<file path="config.mk">
export PLATFORM = sky130hd
export DESIGN_NAME = cpu_run_monitor_flat
export DESIGN_NICKNAME = d
export VERILOG_FILES = /design/src/rtl/cpu_mon_pkg.sv /design/src/rtl/cpu_run_monitor_if.sv /design/src/rtl/go_edge_sync.sv /design/src/rtl/cpu_run_monitor.sv /design/src/flat_wrapper.sv
export SDC_FILE = /design/constraint.sdc
export NUM_CORES = 1
export LEC_CHECK = 0
export ABC_CLOCK_PERIOD_IN_PS = 5300
export BUFFER_PORTS_ARGS = -buffer_cell sky130_fd_sc_hd__buf_2
export CAP_MARGIN = 0
export CORE_UTILIZATION = 50
export DETAILED_ROUTE_END_ITERATION = 10
export GPL_TIMING_DRIVEN = 0
export PLACE_DENSITY = 0.71
export SETUP_SLACK_MARGIN = 0.5
export SLEW_MARGIN = 20
export SYNTH_ARGS = -nofsm -noshare
export SYNTH_HDL_FRONTEND = slang
export SYNTH_SLANG_ARGS = --single-unit
</file>
<file path="constraint.sdc">
create_clock -name clk -period 5.3 [get_ports clk]
set_input_delay 0.53 -clock clk [delete_from_list [all_inputs] [get_ports clk]]
set_output_delay 0.53 -clock clk [all_outputs]
set_load 0.05 [all_outputs]
</file>
<file path="src/rtl/cpu_mon_pkg.sv">
//==============================================================================
// Package    : cpu_mon_pkg
// Description: Shared types and constants for the CPU run monitor.
// Revision   : 1.0 - initial release
//==============================================================================
`default_nettype none

package cpu_mon_pkg;

    typedef enum logic [0:0] {
        MON_RUN  = 1'b0,
        MON_HALT = 1'b1
    } mon_state_t;

    localparam logic [1:0] CH_DISP  = 2'd0;
    localparam logic [1:0] CH_INSTR = 2'd1;
    localparam logic [1:0] CH_JMP   = 2'd2;
    localparam logic [1:0] CH_BR    = 2'd3;

    localparam logic [31:0] SHOW_CODE_DEFAULT = 32'h0000_0022;

endpackage

`default_nettype wire

</file>
<file path="src/rtl/cpu_run_monitor_if.sv">
//==============================================================================
// Interface  : cpu_run_monitor_if
// Description: CPU-side run-control and display bus of the run monitor.
// Revision   : 1.0 - initial release
//==============================================================================
`default_nettype none

interface cpu_run_monitor_if #(
    parameter int DATA_W = 32
);
    logic              syscall;
    logic [DATA_W-1:0] v0;
    logic [DATA_W-1:0] a0;
    logic              jmp;
    logic              branch;
    logic              clr;
    logic [1:0]        sel;
    logic              pc_enable;
    logic              halted;
    logic [DATA_W-1:0] disp_out;

    modport master (
        output syscall, v0, a0, jmp, branch, clr, sel,
        input  pc_enable, halted, disp_out
    );

    modport slave (
        input  syscall, v0, a0, jmp, branch, clr, sel,
        output pc_enable, halted, disp_out
    );
endinterface

`default_nettype wire

</file>
<file path="src/rtl/go_edge_sync.sv">
//==============================================================================
// Module     : go_edge_sync
// Description: Multi-flop synchroniser for the raw go button with a one-cycle
//              rising-edge pulse output.
// Revision   : 1.0 - initial release
//==============================================================================
`default_nettype none

module go_edge_sync #(
    parameter int SYNC_STG = 2
) (
    input  wire logic clk,
    input  wire logic rst,
    input  wire logic i_go,
    output logic      o_pulse
);
    logic [SYNC_STG-1:0] r_sync;
    logic                r_prev;

    always_ff @(posedge clk) begin
        if (rst) begin
            r_sync <= '0;
            r_prev <= 1'b0;
        end else begin
            r_sync <= {r_sync[SYNC_STG-2:0], i_go};
            r_prev <= r_sync[SYNC_STG-1];
        end
    end

    assign o_pulse = r_sync[SYNC_STG-1] & ~r_prev;

endmodule

`default_nettype wire

</file>
<file path="src/rtl/cpu_run_monitor.sv">
//==============================================================================
// Module     : cpu_run_monitor
// Description: Syscall run control (continue/halt-until-go), retire statistics
//              and display channel mux. MON_SATURATE_EN makes counters saturate.
// Revision   : 1.0 - initial release
//==============================================================================
`default_nettype none

module cpu_run_monitor
    import cpu_mon_pkg::*;
#(
    parameter int                DATA_W    = 32,
    parameter int                CNT_W     = 32,
    parameter logic [DATA_W-1:0] SHOW_CODE = DATA_W'(SHOW_CODE_DEFAULT),
    parameter int                SYNC_STG  = 2
) (
    input  wire logic           clk,
    input  wire logic           rst,
    input  wire logic           go,
    cpu_run_monitor_if.slave    bus
);
    mon_state_t        r_state;
    mon_state_t        w_state_nxt;
    logic              w_go_pulse;
    logic              w_show;
    logic              w_halt_req;
    logic              w_pc_enable;
    logic [DATA_W-1:0] r_disp;
    logic [CNT_W-1:0]  r_instr_cnt;
    logic [CNT_W-1:0]  r_jmp_cnt;
    logic [CNT_W-1:0]  r_br_cnt;

    function automatic logic [CNT_W-1:0] bump(input logic [CNT_W-1:0] v);
`ifdef MON_SATURATE_EN
        return (&v) ? v : v + 1'b1;
`else
        return v + 1'b1;
`endif
    endfunction

    go_edge_sync #(
        .SYNC_STG (SYNC_STG)
    ) u_go_sync (
        .clk     (clk),
        .rst     (rst),
        .i_go    (go),
        .o_pulse (w_go_pulse)
    );

    assign w_show     = (bus.v0 == SHOW_CODE);
    assign w_halt_req = bus.syscall && !w_show;

    always_ff @(posedge clk) begin
        if (rst) begin
            r_state <= MON_RUN;
        end else begin
            r_state <= w_state_nxt;
        end
    end

    // The resume cycle commits the halting syscall, so it retires exactly once.
    always_comb begin
        w_state_nxt = r_state;
        w_pc_enable = 1'b0;
        case (r_state)
            MON_RUN: begin
                w_pc_enable = !w_halt_req;
                if (w_halt_req) begin
                    w_state_nxt = MON_HALT;
                end
            end
            MON_HALT: begin
                w_pc_enable = w_go_pulse;
                if (w_go_pulse) begin
                    w_state_nxt = MON_RUN;
                end
            end
            default: begin
                w_state_nxt = MON_RUN;
            end
        endcase
    end

    // Clear wins over a same-cycle retire.
    always_ff @(posedge clk) begin
        if (rst || bus.clr) begin
            r_instr_cnt <= '0;
            r_jmp_cnt   <= '0;
            r_br_cnt    <= '0;
        end else if (w_pc_enable) begin
            r_instr_cnt <= bump(r_instr_cnt);
            if (bus.jmp) begin
                r_jmp_cnt <= bump(r_jmp_cnt);
            end
            if (bus.branch) begin
                r_br_cnt <= bump(r_br_cnt);
            end
        end
    end

    always_ff @(posedge clk) begin
        if (rst) begin
            r_disp <= '0;
        end else if (w_pc_enable && bus.syscall && w_show) begin
            r_disp <= bus.a0;
        end
    end

    always_comb begin
        bus.disp_out = r_disp;
        case (bus.sel)
            CH_DISP:  bus.disp_out = r_disp;
            CH_INSTR: bus.disp_out = DATA_W'(r_instr_cnt);
            CH_JMP:   bus.disp_out = DATA_W'(r_jmp_cnt);
            CH_BR:    bus.disp_out = DATA_W'(r_br_cnt);
            default:  bus.disp_out = r_disp;
        endcase
    end

    assign bus.pc_enable = w_pc_enable;
    assign bus.halted    = (r_state == MON_HALT);

endmodule

`default_nettype wire

</file>
<file path="src/flat_wrapper.sv">
// flat-port wrapper written by rule: the top's interface ports become plain ports
module cpu_run_monitor_flat import cpu_mon_pkg::*;
#(
    parameter int                DATA_W    = 32,
    parameter int                CNT_W     = 32,
    parameter logic [DATA_W-1:0] SHOW_CODE = DATA_W'(SHOW_CODE_DEFAULT),
    parameter int                SYNC_STG  = 2
)
  (clk, rst, go, bus_syscall, bus_v0, bus_a0, bus_jmp, bus_branch, bus_clr, bus_sel, bus_pc_enable, bus_halted, bus_disp_out);
  cpu_run_monitor_if #(.DATA_W(DATA_W)) bus_i ();
  input  wire logic clk;
  input  wire logic rst;
  input  wire logic go;
  input wire logic [$bits(bus_i.syscall)-1:0] bus_syscall;
  input wire logic [$bits(bus_i.v0)-1:0] bus_v0;
  input wire logic [$bits(bus_i.a0)-1:0] bus_a0;
  input wire logic [$bits(bus_i.jmp)-1:0] bus_jmp;
  input wire logic [$bits(bus_i.branch)-1:0] bus_branch;
  input wire logic [$bits(bus_i.clr)-1:0] bus_clr;
  input wire logic [$bits(bus_i.sel)-1:0] bus_sel;
  output wire logic [$bits(bus_i.pc_enable)-1:0] bus_pc_enable;
  output wire logic [$bits(bus_i.halted)-1:0] bus_halted;
  output wire logic [$bits(bus_i.disp_out)-1:0] bus_disp_out;
  assign bus_i.syscall = bus_syscall;
  assign bus_i.v0 = bus_v0;
  assign bus_i.a0 = bus_a0;
  assign bus_i.jmp = bus_jmp;
  assign bus_i.branch = bus_branch;
  assign bus_i.clr = bus_clr;
  assign bus_i.sel = bus_sel;
  assign bus_pc_enable = bus_i.pc_enable;
  assign bus_halted = bus_i.halted;
  assign bus_disp_out = bus_i.disp_out;
  cpu_run_monitor #(.DATA_W(DATA_W), .CNT_W(CNT_W), .SHOW_CODE(SHOW_CODE), .SYNC_STG(SYNC_STG)) u_core (.clk(clk), .rst(rst), .go(go), .bus(bus_i));
endmodule
</file>
---- After elaboration in Yosys (flattened, before gate mapping) ----
Index checks and enable logic that the tools add are counted.
operators by class
  mux-type cells .......................... 5
  bitwise gates (word level) .............. 3
  add/sub/neg operators ................... 3
  equality and inequality tests ........... 4
  reductions and logical operators ........ 9
operators by type and width
  kind                     number
  $pmux W32 S4             1
  $add A32 B1 Y32 const B  3
  $eq A32 B6 Y1 const B    1
  $eq A2 B2 Y1 const B     2
  $pmux W1 S2              2
  $reduce_and A2 Y1        2
  $logic_and A1 B1 Y1      3
  $eq A2 B1 Y1 const B     1
  $logic_not A1 Y1         2
  $logic_not A2 Y1         1
  $mux W1                  2
  $not A1 Y1               2
  $and A1 B1 Y1            1
  $logic_or A1 B1 Y1       1
storage, ports and cells
  output and inout port bits .............. 34
  register bits ........................... 132

---- Depth between registers and ports, before layout ----
  depth in word-level cells ............... 7
  mapped depth ............................ 9

---- By module ----
From an unflattened synthesis, not the netlist that was laid out.
unflattened totals
  cell total of the unflattened synthesis .. 772
  area total of the unflattened synthesis .. 7159.4 um^2
modules (own cells, without submodules)
  module           times used  area an instance (um^2)  seq. area each (um^2)  cells each
  cpu_run_monitor  1           7071.8                   2582.5                 765
  go_edge_sync     1           87.6                     60.1                   7

---- Least setup slack after synthesis ----
OpenSTA, ideal clock, no wires.
  path kind ............................... in2out
  start ................................... input port bus_v0[2]
  end ..................................... output port bus_pc_enable
  path buffers ............................ 3
  setup slack ............................. 2.477 ns
  stages .................................. 7
  data arrival time ....................... 2.293 ns
  data required time ...................... 4.770 ns
  cell sequence ........................... nor4b_1 > and4_1 > a21oi_2 > buf_2 > clkbuf_1 > buf_2 > nor2_1
between the ends
  cells in the longest elaborated chain, start to end .. 5
RTL lines
  element              line                   source
  start: declaration   flat_wrapper.sv:15     input wire logic [$bits(bus_i.v0)-1:0] bus_v0;
  $eq A32 B6 Y1        cpu_run_monitor.sv:50  assign w_show = (bus.v0 == SHOW_CODE);
  $logic_not A1 Y1     cpu_run_monitor.sv:51  assign w_halt_req = bus.syscall && !w_show;
  $logic_and A1 B1 Y1  cpu_run_monitor.sv:51
  $logic_not A1 Y1     cpu_run_monitor.sv:67  w_pc_enable = !w_halt_req;
  $pmux W1 S2          cpu_run_monitor.sv:65  case (r_state)
  end: declaration     flat_wrapper.sv:21     output wire logic [$bits(bus_i.pc_enable)-1:0] bus_pc_enable;
No other way between the ends.

---- Worst setup path after layout ----
  start ................................... input port bus_sel[0]
  end ..................................... output port bus_disp_out[1]
between the ends
  cells in the longest elaborated chain, start to end .. 2
  elaborated cells between the ends (all ways) .. 5
RTL lines
  element                               line                    source
  start: declaration                    flat_wrapper.sv:20      input wire logic [$bits(bus_i.sel)-1:0] bus_sel;
  $eq A2 B2 Y1 (tied with other cells)  cpu_run_monitor.sv:111  case (bus.sel)
  $pmux W32 S4 (*)                      cpu_run_monitor.sv:111
  end: declaration                      flat_wrapper.sv:23      output wire logic [$bits(bus_i.disp_out)-1:0] bus_disp_out;
Every way passes the cells marked *; elsewhere a longest branch is shown, timed or not.

==> metrics.yaml <==
outcome:
  status: "complete, no violations"
timing:
  min_period_over_period: 0.631
  max_freq_mhz: 299
  rsz0062_at_grt: "no"
  max_slew_margin: 0.276
  setup_tns_ns: 0
  timing.hold.ws_ns: 0.325
  setup_viol: 0
  hold_viol: 0
  worst-slew-pin-transition_ns: 1.08
  final.setup.worst_slack_ns: 1.95
  final.min_clock_period_ns: 3.35
  fin_skew_ns: 0.0122
  finalMaxSlewViolations: 0
power:
  leakage_nw: 2.77
  ir_drop_mv: 0.198
  power_density_nw_per_um2: 287
clock_tree:
  cts_tree: "yes"
  root_buffer: "clkbuf_16"
  cts_setup_buffers: 0
  cts_hold_buf: 0
  numCtsBuffers: 17
  clk_pin_slew_worst_paths_ns: 0.06
  cts.repair.resized: 0
  cts.sinks: 132
  clk_latency_ns: 0.44
  cts-htree-levels: 4
  clk_path_buf_depth: 2
die:
  start_util: 0.518
  die_w_um: 122
  io_pins: 107
  fp-row-count: 43
  die_area_um2: 15000
  core_um2: 14000
  die_h_um: 122
grt:
  grt_max_degree: 17
  grt_remaining_overflow: 0
  grt_pass1_wl_um: 37600
  grt_usage: 0.342
  antenna_found_initial: 1
  grt_pass1_vias: 6575
place:
  dpl-instance-area_um2: 7990
  place_inst: 1070
  gp_congestion: 1.02
  portBuffers: 104
  dp_slack_ns: 1.99
  dpl.hpwl_um: 18100
synthesis:
  syn_avg_cell_area_um2: 9.21
  synthFlopType: "dfxtp_1"
  syn_area_um2: 7240
  yosysUniqueCellTypes: 52
  synth_warnings: 0
  yosysTopAreaCell: "dfxtp_1"
  ys_ff_latch: 132
  yosysMostFrequentCell: "dfxtp_1"
  synth_top_area_frac: 0.365
  synth_edf_count: 0
  ys_seq_area_frac: 0.365
  synth.area.top_cells: "dfxtp_1 36%, mux4_2 9.3%, or4_1 6.8%"
  async_flop_share: 0
  ys_top_cells_by_count: "132 x dfxtp_1, 69 x a21oi_1, 66 x or4_1, 64 x o31ai_1, 58 x nand2_1"
  synthesis.nets: 862
  synthCells: 786
setup_path:
  worstSetupPathType: "input pin to output pin"
  crit_fanout: 10
  reg2reg_setup_slack_ns: 2.68
  cp-end-kind: "output pin"
  crit_chain: "clkbuf_1 > clkbuf_1 > clkbuf_1 > mux4_2 > buf_2"
  cp_data_arrival_time_ns: 2.82
  cpMostUsedCell: "clkbuf_1"
  max_stage_delay_ns: 0.65
  cp.required_ns: 4.77
  cp_slowest_cell: "clkbuf_1"
  start_kind: "input pin"
cells_and_area:
  drive_gt1_frac: 0.213
  antenna_cells: 0
  fillers: 1212
  fin_cells: 1102
  fin_area_um2: 8620
  area_growth_pct: 19.0
  fin_nets: 985
drt:
  final_antenna_net_count: 0
  vias_per_cell: 6.82
  drt_first_iter_violations: 966
  wl_um: 25000
  drt_pass1_iterations: 5
  vias: 7518
  drc: 0
  wire_per_inst_um: 22.7
worst_hold_path:
  hp-class: "input pin to register"
flow_run:
  cap_violations: 0
critical path, delay by kind of cell:
family | cells | cell delay (ns)
muxes | 1 | 0.44
buffers and inverters | 4 | 1.84
logic make-up after synthesis:
group | count (synthesis) | synth area share
adders and majority gates | 3 | 0.00518
AOI/OAI and AO/OA | 161 | 0.143
buffers and inverters | 77 | 0.0480
DFF | 132 | 0.365
and+or+nand+nor | 332 | 0.270
muxes | 81 | 0.168
report_power, final:
group	total (mW)	internal [mW]	switching, mW
registers	0.998	0.995	0.00294
clock network	1.28	0.790	0.486
logic	0.196	0.0554	0.140
final timing paths:
check	cells past startpoint	from	end
worst max-delay path	5	bus_sel[0]	bus_disp_out[1]
worst min-delay path	3	bus_a0[27]	u_core.r_disp[27]
worst max register to register	6	u_core.r_br_cnt[0]	u_core.r_br_cnt[30]
worst min register to register	2	u_core.u_go_sync.r_sync[1]	u_core.u_go_sync.r_prev
state kept, by name, summed over array words and instances (netlist names):
signal,flops
u_core.bus.halted,1
u_core.r_br_cnt,32
u_core.r_disp,32
u_core.r_instr_cnt,32
u_core.r_jmp_cnt,32
u_core.u_go_sync.r_prev,1
u_core.u_go_sync.r_sync,2
layout by cell type, fill, tap and decap left out, types with 4 or more instances in the layout:
| master | n |
|---|---|
| dfxtp_1 | 132 |
| buf_2 | 113 |
| a21oi_1 | 69 |
| or4_1 | 66 |
| o31ai_1 | 64 |
| nand2_1 | 58 |
| mux2i_1 | 49 |
| clkbuf_1 | 45 |
| nor2_1 | 44 |
| nand3_1 | 32 |
| nand4_1 | 32 |
| mux4_2 | 30 |
| or3_1 | 27 |
| nor4_1 | 22 |
| clkbuf_16 | 17 |
| inv_1 | 9 |
| and3_1 | 9 |
| and4_1 | 8 |
| buf_1 | 7 |
| o41ai_1 | 7 |
| o311ai_0 | 6 |
| o21ai_0 | 6 |
| and2_1 | 4 |
| nor4b_1 | 4 |
| nor3_1 | 4 |
| bufinv_16 | 4 |
| clkinv_4 | 4 |
through the flow:
step	utilization	power, mW
floorplan	-	1.13
global placement	0.571	1.21
detailed placement	0.571	1.21
CTS	0.616	2.46
global route	0.616	2.53
finish	0.616	2.47
routing by layer:
metal,up-vias,GRT usage,wire [um]
met3,74,0.0669,2650
met4,0,0.197,1210
met5,-,0,0
li1,3379,-,-
met1,3553,0.456,10100
met2,512,0.517,11000
area by class of cell:
class / instances / area, um2 / share of cell area
Inverter: 10 / 37.5 / 0.00436
Sequential cell: 132 / 2640 / 0.307
Multi-Input combinational cell: 577 / 4250 / 0.493
Clock buffer: 17 / 425 / 0.0494
Clock inverter: 15 / 205 / 0.0238
Timing Repair Buffer: 104 / 520 / 0.0604
Tap cell: 180 / 225 / 0.0261
Buffer: 67 / 310 / 0.0360
No activity file was read; power rests on OpenSTA's default activity.
